## config.mk

```make
export PLATFORM = sky130hd
export DESIGN_NAME = disp_fb_arbiter
export DESIGN_NICKNAME = d
export VERILOG_FILES = /design/src/rtl/disp_arb_pkg.sv /design/src/rtl/disp_prefetch_fifo.sv /design/src/rtl/disp_fb_arbiter.sv
export SDC_FILE = /design/constraint.sdc
export NUM_CORES = 1
export LEC_CHECK = 0
export BUFFER_PORTS_ARGS = -buffer_cell sky130_fd_sc_hd__buf_2
export CAP_MARGIN = 20
export CORE_MARGIN = 2
export CORE_UTILIZATION = 55
export CTS_BUF_LIST = sky130_fd_sc_hd__clkbuf_4
export DETAILED_ROUTE_END_ITERATION = 12
export PLACE_DENSITY = 0.78
export SETUP_SLACK_MARGIN = 0.2
export SKIP_LAST_GASP = 1
export SYNTH_ARGS = -nofsm -noshare
export SYNTH_HDL_FRONTEND = slang
export SYNTH_SLANG_ARGS = --single-unit
```

## constraint.sdc

```tcl
create_clock -name ClkDisp -period 9.1 [get_ports ClkDisp]
set_clock_uncertainty 0.05 [all_clocks]
set_input_delay 1.365 -clock ClkDisp [delete_from_list [all_inputs] [get_ports ClkDisp]]
set_output_delay 1.365 -clock ClkDisp [all_outputs]
set_load 0.02 [all_outputs]
```

## src/rtl/disp_arb_pkg.sv

```systemverilog
// Shared definitions for the display frame-buffer arbiter:
// controller state encoding and default bus widths.
package disp_arb_pkg;

    localparam int unsigned DEF_DATA_W = 16;
    localparam int unsigned DEF_ADDR_W = 19;

    typedef enum logic [1:0] {
        IDLE  = 2'd0,
        FETCH = 2'd1,
        DONE  = 2'd2
    } arb_state_e;

endpackage

```

## src/rtl/disp_prefetch_fifo.sv

```systemverilog
// Show-ahead prefetch FIFO: head is visible while not empty, pop advances,
// flush empties it in one cycle and overrides any push or pop.
module disp_prefetch_fifo #(
    parameter int unsigned DATA_W = 16,
    parameter int unsigned DEPTH  = 8,
    localparam int unsigned PTR_W = $clog2(DEPTH),
    localparam int unsigned LVL_W = $clog2(DEPTH) + 1
) (
    input  logic              clk,
    input  logic              rst,
    input  logic              flush,
    input  logic              push,
    input  logic [DATA_W-1:0] din,
    input  logic              pop,
    output logic [DATA_W-1:0] head,
    output logic              empty,
    output logic [LVL_W-1:0]  level
);

    logic [DATA_W-1:0] mem_q [DEPTH];
    logic [PTR_W-1:0]  wptr_q, wptr_d;
    logic [PTR_W-1:0]  rptr_q, rptr_d;
    logic [LVL_W-1:0]  level_q, level_d;
    logic              do_push;
    logic              do_pop;

    assign empty   = (level_q == '0);
    assign do_push = push && !flush && (level_q != LVL_W'(DEPTH));
    assign do_pop  = pop && !flush && !empty;
    assign head    = mem_q[rptr_q];
    assign level   = level_q;

    // Next pointer and level values; a flush returns everything to empty.
    always_comb begin
        wptr_d  = wptr_q;
        rptr_d  = rptr_q;
        level_d = level_q;
        if (flush) begin
            wptr_d  = '0;
            rptr_d  = '0;
            level_d = '0;
        end else begin
            if (do_push) wptr_d = wptr_q + 1'b1;
            if (do_pop)  rptr_d = rptr_q + 1'b1;
            if (do_push && !do_pop)      level_d = level_q + 1'b1;
            else if (do_pop && !do_push) level_d = level_q - 1'b1;
        end
    end

    // Pointer and level registers.
    always_ff @(posedge clk or posedge rst) begin
        if (rst) begin
            wptr_q  <= '0;
            rptr_q  <= '0;
            level_q <= '0;
        end else begin
            wptr_q  <= wptr_d;
            rptr_q  <= rptr_d;
            level_q <= level_d;
        end
    end

    // Storage array; contents need no reset since level gates visibility.
    always_ff @(posedge clk) begin
        if (do_push) mem_q[wptr_q] <= din;
    end

endmodule

```

## src/rtl/disp_fb_arbiter.sv

```systemverilog
// Frame-buffer arbiter: prefetches pixels for a display driver and shares
// the memory port with a writer. Reads are urgent while the prefetch FIFO
// runs low; otherwise writes take priority over refill reads.
// Optional feature macro DISP_ARB_TEARFREE_EN: when defined, writes are only
// granted outside FETCH so the frame being scanned out never changes.
module disp_fb_arbiter
    import disp_arb_pkg::*;
#(
    parameter int unsigned DATA_W     = DEF_DATA_W,
    parameter int unsigned ADDR_W     = DEF_ADDR_W,
    parameter int unsigned H_ACT      = 800,
    parameter int unsigned V_ACT      = 480,
    parameter int unsigned FIFO_DEPTH = 8,
    parameter int unsigned WR_THRESH  = 4
) (
    input  logic              ClkDisp,
    input  logic              Rst_n,
    input  logic              DataReq,
    input  logic              Frame_Begin,
    output logic [DATA_W-1:0] Data,
    input  logic              wr_valid,
    input  logic [ADDR_W-1:0] wr_addr,
    input  logic [DATA_W-1:0] wr_data,
    output logic              wr_ready,
    output logic              mem_en,
    output logic              mem_we,
    output logic [ADDR_W-1:0] mem_addr,
    output logic [DATA_W-1:0] mem_wdata,
    input  logic [DATA_W-1:0] mem_rdata,
    output logic              underflow
);

    localparam int unsigned       LVL_W    = $clog2(FIFO_DEPTH) + 1;
    localparam logic [ADDR_W-1:0] LAST_PIX = ADDR_W'(H_ACT * V_ACT - 1);

    arb_state_e        state_q, state_d;
    logic [ADDR_W-1:0] rd_ptr_q, rd_ptr_d;
    logic              inflight_q, inflight_d;
    logic              underflow_q, underflow_d;

    logic              fifo_empty;
    logic [DATA_W-1:0] fifo_head;
    logic [LVL_W-1:0]  fifo_level;
    logic              fifo_push;
    logic              fifo_pop;
    logic              rd_kill;

    logic [LVL_W:0]    fill;
    logic              can_rd;
    logic              urgent;
    logic              wr_allow;
    logic              wr_grant;
    logic              rd_issue;
    logic              run;

    // Grants are suppressed while reset is held so the memory bus stays quiet.
    assign run = !Rst_n;

    // A read returning in the Frame_Begin cycle belongs to the old frame.
    assign rd_kill   = Frame_Begin && inflight_q;
    assign fifo_push = inflight_q && !rd_kill;
    assign fifo_pop  = DataReq && !fifo_empty && !Frame_Begin;
    assign Data      = fifo_empty ? '0 : fifo_head;

    disp_prefetch_fifo #(
        .DATA_W (DATA_W),
        .DEPTH  (FIFO_DEPTH)
    ) u_fifo (
        .clk   (ClkDisp),
        .rst   (Rst_n),
        .flush (Frame_Begin),
        .push  (fifo_push),
        .din   (mem_rdata),
        .pop   (fifo_pop),
        .head  (fifo_head),
        .empty (fifo_empty),
        .level (fifo_level)
    );

`ifdef DISP_ARB_TEARFREE_EN
    assign wr_allow = (state_q != FETCH);
`else
    assign wr_allow = 1'b1;
`endif

    // Slot arbitration: urgent read, then write, then refill read.
    always_comb begin
        fill     = {1'b0, fifo_level} + (LVL_W + 1)'(inflight_q);
        can_rd   = run && (state_q == FETCH) && !Frame_Begin
                   && (fill < (LVL_W + 1)'(FIFO_DEPTH));
        urgent   = can_rd && (fill < (LVL_W + 1)'(WR_THRESH));
        wr_grant = run && wr_valid && wr_allow && !urgent;
        rd_issue = can_rd && !wr_grant;
    end

    // Memory port drive for the granted slot.
    always_comb begin
        wr_ready  = wr_grant;
        mem_en    = wr_grant || rd_issue;
        mem_we    = wr_grant;
        mem_addr  = '0;
        mem_wdata = '0;
        if (wr_grant) begin
            mem_addr  = wr_addr;
            mem_wdata = wr_data;
        end else if (rd_issue) begin
            mem_addr  = rd_ptr_q;
        end
    end

    // Next-state logic; Frame_Begin restarts the frame from any state.
    always_comb begin
        state_d     = state_q;
        rd_ptr_d    = rd_ptr_q;
        inflight_d  = rd_issue;
        underflow_d = underflow_q;
        if (rd_issue) begin
            if (rd_ptr_q == LAST_PIX) state_d  = DONE;
            else                      rd_ptr_d = rd_ptr_q + 1'b1;
        end
        if (DataReq && fifo_empty) underflow_d = 1'b1;
        if (Frame_Begin) begin
            state_d     = FETCH;
            rd_ptr_d    = '0;
            underflow_d = 1'b0;
        end
    end

    // Controller state register.
    always_ff @(posedge ClkDisp or posedge Rst_n) begin
        if (Rst_n) begin
            state_q     <= IDLE;
            rd_ptr_q    <= '0;
            inflight_q  <= 1'b0;
            underflow_q <= 1'b0;
        end else begin
            state_q     <= state_d;
            rd_ptr_q    <= rd_ptr_d;
            inflight_q  <= inflight_d;
            underflow_q <= underflow_d;
        end
    end

    assign underflow = underflow_q;

endmodule

```

# Yosys cells after proc, flatten, opt, wreduce, memory -nomap -nowiden
# Memories as Yosys holds them, arrays and structs flattened.
# Cells that the tools add are included.
# classes
add_sub_neg	6
multipliers	0
div	0
order_cmp	2
n_eq_ne	4
n_shift	0
n_mux	21
bitwise_logic	0
n_reduce_logical	36
# ops
op	n
$mux 19	5
$mux 16	2
$add 19x1->19 const B	1
$eq 19x19->1 const B	1
$logic_and 1x1->1	18
$mux 3	4
$mux 4	3
$reduce_bool 2->1	5
$logic_not 1->1	8
$add 3x1->3 const B	2
$mux 2	3
$add 4x1->5	1
$lt 5x3->1 const B	1
$lt 5x4->1 const B	1
$add 4x1->4 const B	1
$logic_not 4->1	1
$mux 1	4
$ne 4x4->1 const B	1
$reduce_and 2->1	2
$sub 4x1->4 const B	1
$reduce_bool 3->1	1
$eq 2x1->1 const B	1
$ne 2x2->1 const B	1
$logic_or 1x1->1	1
# word_totals
register_bits	33
latch_bits	0
ram_bits	128
romBits	0
in_bits	56
out_inout_bits	55
elab_cells	77
n_memories	1
# memory_table
name	words	width	read_ports	rd_ports_with_merged_regs	wr	line	source
u_fifo.mem_q	8	16	1	0	1	disp_prefetch_fifo.sv:20	logic [DATA_W-1:0] mem_q [DEPTH];

# Longest topological paths before layout
# Gate-level depths: netlist of the first run.
# depth
ltp_word	11
depth_mapped	10
mapped_depth_nobuf	9

# Cells and area by module
# A second synthesis of the first run with hierarchy kept.
# hier_totals
hier_cells	480
hier_area_um2	7443.4
# modules_own_cells
mod	instances	cells_per_inst	area_per_inst_um2	seq_area_each_um2
disp_prefetch_fifo	1	268	5546.6	4093.9
disp_fb_arbiter	1	212	1896.8	575.6

# Least setup slack after synthesis of the first run
# OpenSTA, ideal clock, no wires.
# synth_path
path_type	input to output
startpoint	input Frame_Begin
endpoint	output mem_addr[12]
arrival_time_ns	2.901
required_time_ns	7.685
slack_ns	4.784
path_stages	6
n_path_buf	2
path_cell_list	nor4_4 > o2111ai_2 > or2_1 > buf_2 > clkbuf_1 > o21ai_0
# synth_between
elab_chain_len	10
# synth_lines
element	line	source
from (decl)	disp_fb_arbiter.sv:19	input logic Frame_Begin,
$logic_not 1->1 (*)	disp_fb_arbiter.sv:89	can_rd = run && (state_q == FETCH) && !Frame_Begin
$logic_and 1x1->1 (*)	disp_fb_arbiter.sv:89	
$logic_and 1x1->1 (*)	disp_fb_arbiter.sv:90	&& (fill < (LVL_W + 1)'(FIFO_DEPTH));
$logic_and 1x1->1	disp_fb_arbiter.sv:91	urgent = can_rd && (fill < (LVL_W + 1)'(WR_THRESH));
$logic_not 1->1	disp_fb_arbiter.sv:92	wr_grant = run && wr_valid && wr_allow && !urgent;
$logic_and 1x1->1	disp_fb_arbiter.sv:92	
$logic_not 1->1	disp_fb_arbiter.sv:93	rd_issue = can_rd && !wr_grant;
$logic_and 1x1->1	disp_fb_arbiter.sv:93	
$mux 19	disp_fb_arbiter.sv:106	end else if (rd_issue) begin
$mux 19 (*)	disp_fb_arbiter.sv:103	if (wr_grant) begin
to (decl)	disp_fb_arbiter.sv:27	output logic [ADDR_W-1:0] mem_addr,
# Mark *: on every way between the ends. The rest lies on a longest branch, timed or not.

# Worst setup path in the final report of the first run
# layout_path
startpoint	input Frame_Begin
endpoint	output mem_addr[17]
# Same word-level chain as after synthesis.

==> results.txt, run 1 <==
- In the global route stage, overall resource usage came out at 0.214.
- The area growth from synthesis to layout is 14.9%.
- Input and output buffers added on the ports amount to 110.
- Width of the die: 117 um
* Sequential cell area: 4670 um2
- After clock tree synthesis, the clock-pin slew on the worst setup and hold paths is 0.12 ns.
- Weighted congestion at the end of routability-driven global placement: 0.835
- Total via count in the routed design: 4,474
- STA puts the critical path data required time at 7.69 ns.
* Hold Path Origin: underflow
- The first detailed-routing pass ran for 7 iterations.
* Hold endpoint: underflow
* Initial Util: 0.563
- Hold slack: 0.466 ns
- The routed design has 14,000 um of wire.
- Die Ht: 117 um
- Path type of the worst setup path: in2out
* Overall overflow remaining after global route: 0
- Counting the fill cells in the layout gives 909.
- Number of global-route vias before repair: 4,430
- Multi-input combinational cell area: 2300 um2
* Root buffer cell: sky130_fd_sc_hd__clkbuf_4
- Result of the run: finished, final reports clean
* Number of gates given a new drive strength after cts: 0
- In the finished design, the share of the clock period the worst path needs comes to 0.590.
- Ratio of cells with drive above 1 in the final layout: 0.339
* Average wire length per cell after detail routing: 18.6 um
* Wire length of the first global-routing pass: 22,700 um
* CTS buffer count: 17
* CP arrival: 3.95 ns
- TritonCTS clock tree: done
* Number of setup violations in the final report: 0
- Distinct cells, synth: 55
- In this run the cell area measured after placement is 7820 um2.
- The Yosys step of the flow raised 0 warnings.
- Instance count of the mapped netlist: 462
- Netlist area before placement: 7080 um2
- Final-stage net count: 630
* HPWL Detailed: 8840 um
- Clock Latency Late Sink: 0.57 ns
* Fin area: 8130 um2
- Once detail routing completed, the nets flagged for antenna violations numbered 0.
- In this run the tightest slew margin relative to its limit is 0.313.
- In the synthesized netlist the dominant register cell turns out to be sky130_fd_sc_hd__edfxtp_1.
- The number of antenna violations at the first check in global routing is 1.
- Shortest clock period the worst path allows after layout: 5.37 ns
- Static leakage power: 2.97 nW
- In this run the critical register-to-register path is captured at u_fifo.mem_q[5][14].
- In this run the critical register-to-register path is launched from u_fifo.level[1].
- Depth of the worst register-to-register path: 4
- Entering global routing, the biggest net connects 38 pins.
- Counting every net in the synthesized netlist gives 524.
- The synthesized design contains 128 enable-type register cells.
- Reg-to-reg setup timing slack: 6.05 ns
* Number of ports placed on the die boundary: 111
- Part of the Yosys area used for sequential elements: 0.660
- Dividing the detail-routed via count by the number of cells gives 5.93.
- # Max-Cap Violations: 0
* Number of post-CTS setup repair buffers: 0
* Most common cell after layout, fill and taps aside: sky130_fd_sc_hd__edfxtp_1
- In the synthesized netlist the async set-or-reset flop fraction comes to 0.205.
- A synthesized cell averages 15.3 um2.
* Cell Count Post-Placement: 719
- Most used cells in the layout excluding fill and tap cells: 128 x sky130_fd_sc_hd__edfxtp_1, 110 x sky130_fd_sc_hd__buf_2, 32 x sky130_fd_sc_hd__nor2_1, 32 x sky130_fd_sc_hd__mux4_2, 32 x sky130_fd_sc_hd__dfrtp_1
- Count of state elements after synthesis: 161
- Power density cells: 220 nW/um2
- Static timing analysis puts the maximum clock frequency at 0.186 GHz.
- Non-filler instance count after layout: 754
- Clock Tree Buf Depth: 2
* Std-Cell Core Area: 12,600 um2
* Worst hold path stage count: 2
- Placement row count: 41
- The number of slew-limit violations in the final report came to 0.
* Initial DRC Count: 367
- Worst IR Drop VDD: 156 uV
* Final Hold Fails: 0
- Worst Setup Start Kind: input pin
- At the pin with the least slew margin, the transition time is 1.03 ns.
- The worst setup path is captured at an output pin.
- Sum of negative setup slack: 0 ns
- CTS saw 161 sinks.
- Post-route DRC: 0
- H-tree levels: 4
* Min-Delay Path Class: reg2reg
- Crit path max fanout: 31
- Unrepaired setup endpoints after global routing: false
- In this run, post-CTS hold repair placed 0 buffers.
- Die Area: 13,800 um2
==> critical path, stage by stage <==
cell                        delay (ns)
sky130_fd_sc_hd__buf_2            0.48
sky130_fd_sc_hd__nor4_4           0.13
sky130_fd_sc_hd__o2111ai_2        0.10
sky130_fd_sc_hd__or2_1            0.52
sky130_fd_sc_hd__clkinv_1         0.74
sky130_fd_sc_hd__a22o_1           0.44
sky130_fd_sc_hd__buf_2            0.15
==> sequential cells by signal (all words and copies together), names as in the netlist <==
name / count
inflight_q: 1
u_fifo.level: 4
rd_ptr_q: 19
state_q: 2
u_fifo.wptr_q: 3
underflow: 1
u_fifo.mem_q: 128
u_fifo.rptr_q: 3
==> cell usage after synthesis (all sizes together), types with 2 or more instances <==
library cell | instances | area, um2
edfxtp | 128 | 3840
dfrtp | 33 | 826
nor2 | 33 | 124
mux4 | 32 | 721
clkbuf | 20 | 75.1
nand2 | 20 | 75.1
mux2i | 18 | 180
a22o | 17 | 149
and2 | 17 | 106
a21oi | 15 | 75.1
nand3 | 15 | 75.1
buf | 11 | 60.1
inv | 10 | 37.5
nor3 | 8 | 40.0
o21ai | 7 | 35.0
o31ai | 6 | 45.0
ha | 5 | 62.6
nand4 | 5 | 31.3
nor4 | 5 | 52.6
or4 | 5 | 37.5
and3 | 4 | 25.0
o41ai | 4 | 35.0
or3 | 4 | 25.0
xor2 | 4 | 35.0
a21o | 3 | 22.5
nor2b | 3 | 18.8
and4 | 2 | 17.5
mux2 | 2 | 22.5
nand2b | 2 | 12.5
o211ai | 2 | 15.0
o22ai | 2 | 12.5
o311ai | 2 | 17.5
xnor2 | 2 | 17.5
==> per-stage QoR <==
| step | setup slack (ns) | util | power [W] |
|---|---|---|---|
| floorplan | 4.78 | - | 0.00124 |
| global placement | 3.90 | 0.622 | 0.00139 |
| detailed placement | 3.77 | 0.622 | 0.00141 |
| CTS | 3.75 | 0.643 | 0.00180 |
| global route | 3.47 | 0.647 | 0.00187 |
| finish | 3.73 | 0.647 | 0.00179 |
==> metal layers <==
layer  global-route usage  part of all wire  vias to the layer above
li1                     -                 -                     2036
met1                0.279              0.41                     2226
met2                0.349              0.50                      185
met3               0.0540             0.067                       27
met4               0.0858             0.017                        0
met5                    0                 0                        -
==> worst max path at each step <==
stage                           start            to
after floorplan           Frame_Begin  mem_addr[12]
after global placement    Frame_Begin  mem_addr[13]
after detailed placement  Frame_Begin  mem_addr[17]
after CTS                 Frame_Begin  mem_addr[17]
after global routing      Frame_Begin   mem_addr[3]
final                     Frame_Begin  mem_addr[17]
==> final cells by class <==
type                    instances  share of cell area
clock inverters                11              0.0129
clock buffers                  21              0.0194
repair buffers                118              0.0785
multi-input cells             259               0.283
flip-flops and latches        161               0.574
inverters                      11             0.00508
diodes                          1            0.000308
well taps                     172              0.0265
==> power breakdown <==
group          internal [W]  switching, W
combinational      0.000209      0.000320
clock              0.000150      0.000248
sequential         0.000819     0.0000413
==> logic make-up after synthesis <==
| group | count (synthesis) | share of synthesized area |
|---|---|---|
| simple gates | 129 | 0.0974 |
| fa+ha+maj | 6 | 0.0117 |
| xor+xnor | 6 | 0.00743 |
| compound gates | 66 | 0.0682 |
| buf+inv | 42 | 0.0249 |
| mux | 52 | 0.130 |
| flops | 161 | 0.660 |
No activity file was read; power rests on OpenSTA's default activity.
==> run 2: changes to the inputs <==
--- a/config.mk
+++ b/config.mk
@@ -8,7 +8,7 @@
 export BUFFER_PORTS_ARGS = -buffer_cell sky130_fd_sc_hd__buf_2
 export CAP_MARGIN = 20
 export CORE_MARGIN = 2
-export CORE_UTILIZATION = 55
+export CORE_UTILIZATION = 53
 export CTS_BUF_LIST = sky130_fd_sc_hd__clkbuf_4
 export DETAILED_ROUTE_END_ITERATION = 12
 export PLACE_DENSITY = 0.78
==> constraint.sdc (replaced) <==
create_clock -name ClkDisp -period 4.7 [get_ports ClkDisp]
set_clock_uncertainty 0.05 [all_clocks]
set_input_delay 0.705 -clock ClkDisp [delete_from_list [all_inputs] [get_ports ClkDisp]]
set_output_delay 0.705 -clock ClkDisp [all_outputs]
set_load 0.02 [all_outputs]
==> run 2 against run 1 <==
Effect of this change:
- sequential share of layout area decreased by 0.14 points
- highest routed layer unchanged
- clock-buffer cell count decreased by 4
- critical path depth unchanged
==> results.txt, run 2 (same netlist as run 1, synthesis figures left out) <==
* Initial DRC Count: 437 (+19%)
- Final critical-path share of the clock period: 0.748
- Worst relative slew slack: 0.314 (+0.00119)
- STA classifies the critical path endpoint as an output pin.
- In this run the clock root is driven by a sky130_fd_sc_hd__clkbuf_4.
- Worst r2r dst: u_fifo.level[3]
* Register ranked first by flip-flop count: u_fifo.mem_q
- Final Hold Fails: 0 (unchanged)
- Number of global-route vias before repair: 4,373 (-1.3%)
- Crit path max fanout: 20 (-35%)
- The finished layout cell area came to 8150 um2 (+0.28%).
- The worst setup path is launched from a flip-flop.
- Total via count in the routed design: 4,431 (-0.96%)
- The post-detailed-route wirelength per cell was 19.1 um (+2.9%).
- Shortest clock period the worst path allows after layout: 3.52 ns
- The number of max-cap violations came to 0 (unchanged).
- Timing would allow up to 0.284 GHz.
* Sum of negative setup slack: 0 ns (unchanged)
- CTS buffer count: 17 (unchanged)
- TritonCTS built the clock tree.
- In this run the critical register-to-register path is launched from u_fifo.level[2].
- Power density cells: 428 nW/um2 (+95%)
- Most used cells in the layout excluding fill and tap cells: 128 x sky130_fd_sc_hd__edfxtp_1, 110 x sky130_fd_sc_hd__buf_2, 33 x sky130_fd_sc_hd__nor2_1
- Number of setup violations in the final report: 0 (unchanged)
- The share of post-route cells with drive strength above 1 is 0.337 (-0.00174).
- Count of final max-slew check failures: 0 (unchanged)
- Final-stage net count: 633 (+0.48%)
* Depth of the worst register-to-register path: 9 (+5)
* Unrepaired setup endpoints after global routing: false
* Most common cell after layout, fill and taps aside: sky130_fd_sc_hd__edfxtp_1
- The number of antenna violations at the first check in global routing came to 0 (-1).
- The number of levels in the clock H-tree came to 4 (unchanged).
* Die Area: 14,300 um2 (+3.6%)
- The largest individual stage delay along the critical path comes from the cell sky130_fd_sc_hd__or2_1.
- The filler cell count in the final layout came to 961 (+5.7%).
- DP Area: 7840 um2 (+0.27%)
- The number of input and output port buffers inserted was 110 (unchanged).
- The initial core utilization is 0.539 (-0.0244).
* Clock Tree Buf Depth: 2 (unchanged)
- Post-route DRC: 0 (unchanged)
- Data required time of the critical path: 3.94 ns (-3.75 ns)
- The remaining antenna violation count was 0 (unchanged).
- Broken down by cell family, the worst path's largest delay share belongs to buffers and inverters.
- The highest cell delay on the worst timing path is 0.53 ns (-0.21 ns).
- Std-Cell Core Area: 13,100 um2 (+4.5%)
* Number of inserted diodes: 0 (-1)
* Clock transition at the registers of the reported paths: 0.14 ns (+0.02 ns)
* Clock Latency Late Sink: 0.54 ns (-0.03 ns)
* WP buf/inv: 4 (+1)
* Die Ht: 120 um (+1.8%)
* CP arrival: 2.76 ns (-1.19 ns)
- Area overhead of the layout relative to synthesis: 15.2%
* Weighted congestion at the end of routability-driven global placement: 0.828 (-0.79%)
- The maximum number of pins on one net before global-route repair was 38 (unchanged).
- Placement row count: 42 (+2.4%)
* Number of detailed-routing iterations run before antenna repair: 5 (-2)
* Number of ports placed on the die boundary: 111 (unchanged)
- Min-Delay Path Class: in2async
* GRT Resource Usage Total: 0.211 (-0.00276)
- The floorplan die width came to 120 um (+1.8%).
* Sinks on the clock net: 161 (unchanged)
- Path type of the worst setup path: reg2out
* Number of gates given a new drive strength after cts: 0 (unchanged)
- Transition at the pin with the smallest max-transition slack: 1.03 ns (-0.000680 ns)
* Result of the run: finished, final reports clean
* Reg-to-reg setup timing slack: 1.77 ns (-4.28 ns)
- Static leakage power: 3.00 nW (+0.83%)
- Wire length of the first global-routing pass: 22,900 um (+0.88%)
* Worst IR Drop VDD: 331 uV (+110%)
- Hold buffer count at CTS: 0 (unchanged)
* Overall overflow remaining after global route: 0 (unchanged)
- Number of flip-flops in the largest register: 128 (unchanged)
- Final wirelength: 14,500 um (+3.7%)
- Traced cell by cell, the critical path runs through inv_1 -> o2111ai_2 -> or2_1 -> clkinv_1 -> buf_4 -> a22o_1 -> buf_2.
- HPWL Detailed: 9150 um (+3.5%)
* Number of post-CTS setup repair buffers: 0 (unchanged)
* Via density: 5.83 (-1.7%)
-- run 2: cell count changes in the layout (fill, tap and decap cells not counted), sizes merged --
cell      change
bufinv        +1
clkbuf        -4
clkinv        +3
buf           +3
inv           +2
diode         -1
clkinvlp      -2
-- run 2: worst max-delay path by stage --
| stage | end | slack [ns] | cells past startpoint | from |
|---|---|---|---|---|
| 2_1_floorplan | u_fifo.mem_q[2][0] | 1.27 | 3 | Frame_Begin |
| 3_3_place_gp | mem_addr[10] | 1.32 | 8 | Frame_Begin |
| 3_5_place_dp | mem_addr[13] | 1.22 | 8 | Frame_Begin |
| 4_1_cts | Data[14] | 1.12 | 5 | u_fifo.rptr_q[0] |
| 5_1_grt | mem_addr[16] | 0.96 | 7 | u_fifo.level[3] |
| 6_report | mem_addr[13] | 1.18 | 7 | u_fifo.level[2] |
-- run 2: final cells by class --
cell class	instances	area [um2]	area share
clock buffers	17	128	0.0157
flip-flops and latches	161	4670	0.573
repair buffers	121	653	0.0801
clock inverters	15	154	0.0189
multi-input cells	259	2280	0.280
well taps	176	220	0.0270
inverters	11	41.3	0.00506
-- run 2: stage by stage --
stage | instances | total power, W | util | worst slack, ns | hold WS [ns]
after global placement | 727 | 0.00270 | 0.597 | 1.32 | 0.448
after global routing | 760 | 0.00366 | 0.621 | 0.955 | 0.220
after CTS | 759 | 0.00352 | 0.618 | 1.12 | 0.193
after floorplan | 462 | 0.00239 | - | 1.27 | 0.419
after detailed placement | 727 | 0.00272 | 0.597 | 1.22 | 0.450
final | 760 | 0.00349 | 0.621 | 1.18 | 0.225
-- run 2: where the power goes --
part / switching, W / internal [W]
combinational: 0.000589 / 0.000405
sequential: 0.000108 / 0.00159
clock: 0.000483 / 0.000321
-- run 2: worst register-to-register path, stage by stage (launching register included) --
cell,delay (ns)
sky130_fd_sc_hd__dfrtp_1,0.52
sky130_fd_sc_hd__nor3_1,0.10
sky130_fd_sc_hd__a211oi_1,0.69
sky130_fd_sc_hd__nand2_1,0.22
sky130_fd_sc_hd__ha_1,0.33
sky130_fd_sc_hd__a21o_1,0.18
sky130_fd_sc_hd__a21oi_1,0.23
sky130_fd_sc_hd__and3_1,0.22
sky130_fd_sc_hd__a2bb2oi_1,0.19
sky130_fd_sc_hd__o31ai_1,0.09
-- run 2: routing by layer --
layer / up-vias / share of wire / global-route usage
met5: - / 0 / 0
met4: 0 / 0.010 / 0.0684
met3: 12 / 0.069 / 0.0570
met2: 168 / 0.50 / 0.343
met1: 2214 / 0.42 / 0.281
li1: 2037 / - / -
==> run 3: changes to the inputs <==
--- a/config.mk
+++ b/config.mk
@@ -5,13 +5,14 @@
 export SDC_FILE = /design/constraint.sdc
 export NUM_CORES = 1
 export LEC_CHECK = 0
+export ABC_AREA = 1
 export BUFFER_PORTS_ARGS = -buffer_cell sky130_fd_sc_hd__buf_2
 export CAP_MARGIN = 20
 export CORE_MARGIN = 2
-export CORE_UTILIZATION = 53
+export CORE_UTILIZATION = 55
 export CTS_BUF_LIST = sky130_fd_sc_hd__clkbuf_4
 export DETAILED_ROUTE_END_ITERATION = 12
-export PLACE_DENSITY = 0.78
+export PLACE_DENSITY = 0.77
 export SETUP_SLACK_MARGIN = 0.2
 export SKIP_LAST_GASP = 1
 export SYNTH_ARGS = -nofsm -noshare
==> constraint.sdc (replaced) <==
create_clock -name ClkDisp -period 3.4 [get_ports ClkDisp]
set_clock_uncertainty 0.05 [all_clocks]
set_input_delay 0.51 -clock ClkDisp [delete_from_list [all_inputs] [get_ports ClkDisp]]
set_output_delay 0.51 -clock ClkDisp [all_outputs]
set_load 0.02 [all_outputs]
==> run 3 against run 2 <==
Effect of this change:
- cell area is 6.0% higher
- setup slack got worse by 0.73 ns
- routed wire length increased by 8.7%
- register-to-register slack worse by 0.73 ns
- combinational power rose by 42%
- synthesized cell count rose by 65%
- total power is 42% higher
- hold slack worse by 0.047 ns
- critical endpoint is now mem_en
- highest routed layer unchanged
==> results.txt, run 3 <==
* Average wire length per cell after detail routing: 14.8 um (-23%)
- The flow ran to the end, and the final reports show no timing, DRC or antenna violations.
* Root buffer cell: sky130_fd_sc_hd__clkbuf_4
- The path with the worst hold slack has its endpoint at u_fifo.mem_q[6][13].
* Hold Path Origin: mem_rdata[13]
- The reported leakage power was 3.61 nW (+20%).
- Number of post-CTS setup repair buffers: 0 (unchanged)
* Width of the die: 121 um (+0.98%)
- Kind of end point of the critical path: output pin
- The buffer and inverter count on the worst path came to 6 (+2).
- Post-synth EDFFs: 128 (unchanged)
- CTS buffer count: 17 (unchanged)
* Top post-synthesis cells by count: 179 x sky130_fd_sc_hd__nor2_1, 148 x sky130_fd_sc_hd__nand2_1, 128 x sky130_fd_sc_hd__edfxtp_1
- Setup repair after global routing left no endpoint under its margin.
* Number of global-route vias before repair: 5,464 (+25%)
* Instance count of the mapped netlist: 761 (+65%)
* Number of detailed-routing iterations run before antenna repair: 4 (-1)
* Sinks on the clock net: 161 (unchanged)
- Overall overflow remaining after global route: 0 (unchanged)
- Leaving out fill and tap cells, the most frequent cell in the layout is sky130_fd_sc_hd__nor2_1.
* Count of final max-slew check failures: 0 (unchanged)
* Weighted congestion at the end of routability-driven global placement: 0.875 (+5.7%)
- The number of DRC violations after detailed routing is 0 (unchanged).
* Initial Util: 0.564 (+0.0250)
- Leading cell type by number of instances after synthesis: sky130_fd_sc_hd__nor2_1
- The area share of the leading cell type in the synthesized netlist is 0.513 (-0.0302).
- Of all cell types, the one taking the most synthesized area is sky130_fd_sc_hd__edfxtp_1.
* GRT Resource Usage Total: 0.232 (+0.0212)
- Count of state elements after synthesis: 161 (unchanged)
- The worst supply voltage drop on vdd was 238 uV (-28%).
- The buffer depth of the longest clock path came to 2 (unchanged).
- TritonCTS built the clock tree.
* Shortest clock period the worst path allows after layout: 2.95 ns
- Reg-to-reg setup timing slack: 1.04 ns (-0.73 ns)
- The number of max-cap violations was 0 (unchanged).
* Multiplexer fraction of the synthesized cell area: 0 (-0.130)
* Number of ports placed on the die boundary: 111 (unchanged)
- The number of levels in the clock H-tree came to 4 (unchanged).
- Predominant post-synthesis flop cell: sky130_fd_sc_hd__edfxtp_1
- Xor and xnor area share after synthesis: 0.0117 (+0.00426)
* Worst relative slew slack: 0.548 (+0.234)
- The net switching power came to 0.00164 W (+39%).
* Synthesized-area fraction occupied by and/or/nand/nor cells: 0.211 (+0.114)
* Crit path max fanout: 22 (+10%)
* CP arrival: 2.39 ns (-0.37 ns)
- Total via count in the routed design: 5,631 (+27%)
- Worst hold path stage count: 1
- Wire length of the first global-routing pass: 26,100 um (+14%)
* Final-stage net count: 940 (+48%)
* Worst r2r dst: u_fifo.level[3]
- DP Area: 8280 um2 (+5.5%)
- Area overhead of the layout relative to synthesis: 15.3% (about the same)
- Part of the Yosys area used for sequential elements: 0.623 (-0.0367)
- Part of the power in combinational logic: 0.285 (about the same)
- The share of total power in sequential cells was 0.451 (-0.034).
- IO buf count: 110 (unchanged)
- Final critical-path share of the clock period: 0.867
* Final Hold Fails: 0 (unchanged)
* Initial DRC Count: 386 (-12%)
* Pint: 0.00330 W (+43%)
* Std-Cell Core Area: 13,300 um2 (+1.2%)
- The clock group share of total power was 0.264 (+0.034).
* Path type of the worst setup path: in2out
- Adder-Cell Fraction of Synth Area: 0.0110 (-0.000649)
* Final ANT Viol Nets: 0 (unchanged)
- The synthesized-area fraction occupied by ao, oa, aoi and oai cells is 0.0940 (+0.0258).
- Largest net degree at the start of global routing: 67 (+76%)
- The filler cell count in the final layout is 1,070 (+11%).
* Min-Delay Path Class: in2reg
- Fin area: 8640 um2 (+6.0%)
* Number of setup violations in the final report: 0 (unchanged)
* Initial antenna violation count: 2 (+2)
* Maximum achievable frequency: 0.339 GHz
- Slowest cell delay on critical path: 0.53 ns (about the same)
* Depth of the worst register-to-register path: 13 (+4)
- The Yosys warning count was 0 (unchanged).
- The register clock-pin slew on the reported worst setup and hold paths came to 0.13 ns (about the same).
* Worst Setup Start Kind: input pin
* Netlist area before placement: 7490 um2 (+5.9%)
* CP max-delay cell: sky130_fd_sc_hd__dlygate4sd3_1
- Grouping stages by cell kind, the critical path spends the most delay in buffers and inverters.
* HPWL Detailed: 10,400 um (+14%)
* Switching power share of the total: 0.332 (-0.00627)
* Most used cells in the layout excluding fill and tap cells: 179 x sky130_fd_sc_hd__nor2_1, 148 x sky130_fd_sc_hd__nand2_1, 128 x sky130_fd_sc_hd__edfxtp_1
- Power density cells: 572 nW/um2 (+34%)
* Reg-to-reg startpoint: u_fifo.level[0]
* Crit path top cell by count: sky130_fd_sc_hd__buf_2
- Clock Latency Late Sink: 0.54 ns (about the same)
- The number of placement rows is 42 (unchanged).
- The count of cell types in the netlist is 34 (-38%).
* Sum of negative setup slack: 0 ns (unchanged)
* Mean cell area of the mapped netlist: 9.85 um2 (-36%)
* Transition at the pin with the smallest max-transition slack: 0.676 ns (-0.353 ns)
- Ranked by flip-flop count, first place goes to u_fifo.mem_q.
- Data required time of the critical path: 2.84 ns (-1.10 ns)
- Cell types occupying the most area after synthesis: sky130_fd_sc_hd__edfxtp_1 51%, sky130_fd_sc_hd__dfrtp_1 11%, sky130_fd_sc_hd__nor2_1 9.0%, sky130_fd_sc_hd__nand2_1 7.4%, sky130_fd_sc_hd__o21ai_0 5.3%
- Final wirelength: 15,800 um (+8.7%)
* Die Area: 14,600 um2 (+2.0%)
- After synthesis, the largest family of logic cells by area is simple AND/OR/NAND/NOR gates.
- Critical-path cell list: dlygate4sd3_1 -> buf_2 -> inv_1 -> nand3_1 -> nor2_2 -> a21oi_1 -> buf_4 -> inv_2 -> o21ai_0 -> buf_2
* Async set or reset register ratio after synthesis: 0.205 (unchanged)
* Number of flip-flops in the largest register: 128 (unchanged)
* Net count of the mapped netlist: 823 (+57%)
- Die Ht: 121 um (+0.98%)
- The via count normalized by instance count is 5.27 (-9.7%).
* Ratio of cells with drive above 1 in the final layout: 0.213 (-0.124)
==> run 3: changes by cell type in the layout (fill, tap and decap cells not counted), sizes merged, moves of 17 or more <==
cell / previous run / this run
a22o: 17 / 0
and2: 17 / 0
inv: 16 / 51
mux2i: 18 / 0
mux4: 32 / 0
nand2: 20 / 150
nor2: 33 / 185
o21ai: 7 / 99
==> run 3: layout make-up <==
type	instances	area (um2)	share of cell area
flip-flops and latches	161	4670	0.541
multi-input cells	514	2460	0.284
repair buffers	135	753	0.0872
well taps	176	220	0.0255
clock inverters	14	211	0.0245
inverters	49	186	0.0216
clock buffers	18	135	0.0156
diodes	2	5.00	0.000579
==> run 3: worst max path at each step <==
stage / startpoint / endpoint / slack, ns / cells past startpoint
2_1_floorplan: Rst_n / mem_addr[0] / 0.50 / 6
3_3_place_gp: Rst_n / mem_en / 0.98 / 9
3_5_place_dp: Rst_n / mem_en / 0.97 / 9
4_1_cts: u_fifo.rptr_q[0] / Data[1] / 0.38 / 7
5_1_grt: u_fifo.rptr_q[0] / Data[1] / 0.23 / 8
6_report: Rst_n / mem_en / 0.45 / 10
==> run 3: per-layer routing <==
| metal | global-route usage | vias to the layer above | routed length (um) |
|---|---|---|---|
| li1 | - | 2814 | - |
| met1 | 0.298 | 2611 | 6710 |
| met2 | 0.380 | 175 | 7950 |
| met3 | 0.0495 | 31 | 843 |
| met4 | 0.108 | 0 | 294 |
| met5 | 0 | - | 0 |
==> run 3: repair_timing <==
action | CTS | global route
gates resized for setup | 0 | 2
hold buffers | 1 | 0
setup endpoints to repair | 0 | 1
hold endpoints to repair | 3 | 0
==> run 3: power groups by stage <==
stage	Sequential, W	Combinational [W]	Clock, W
after global routing	0.00223	0.00157	0.00141
after CTS	0.00223	0.00142	0.00133
after global placement	0.00227	0.00138	0
after detailed placement	0.00227	0.00141	0
after floorplan	0.00226	0.000988	0
final	0.00223	0.00141	0.00131
==> run 3: through the flow <==
step	worst slack [ns]	total power [W]	util	hold WS [ns]	instances
6_report	0.451	0.00494	0.650	0.178	1069
4_1_cts	0.375	0.00498	0.649	0.125	1067
5_1_grt	0.226	0.00522	0.650	0.137	1068
2_1_floorplan	0.495	0.00325	-	0.392	761
3_5_place_dp	0.973	0.00368	0.622	0.380	1034
3_3_place_gp	0.985	0.00365	0.622	0.379	1034
==> run 3: worst register-to-register path, stage by stage (launching register included) <==
cell                      delay (ns)
sky130_fd_sc_hd__dfrtp_1        0.46
sky130_fd_sc_hd__nor2_1         0.28
sky130_fd_sc_hd__nand2_1        0.09
sky130_fd_sc_hd__buf_4          0.21
sky130_fd_sc_hd__nand2_2        0.12
sky130_fd_sc_hd__nand2_1        0.15
sky130_fd_sc_hd__ha_1           0.36
sky130_fd_sc_hd__nand2_1        0.08
sky130_fd_sc_hd__nand2_1        0.05
sky130_fd_sc_hd__a31oi_1        0.19
sky130_fd_sc_hd__inv_1          0.06
sky130_fd_sc_hd__nand3_1        0.08
sky130_fd_sc_hd__nand3_1        0.07
sky130_fd_sc_hd__nand2_1        0.06
==> run 3: cells by family after synthesis <==
| logic type | Yosys count |
|---|---|
| AND/OR/NAND/NOR | 372 |
| flip-flops | 161 |
| AO/OA/AOI/OAI | 126 |
| buffers and inverters | 86 |
| XOR/XNOR | 10 |
| adder cells (fa/ha/maj) | 6 |
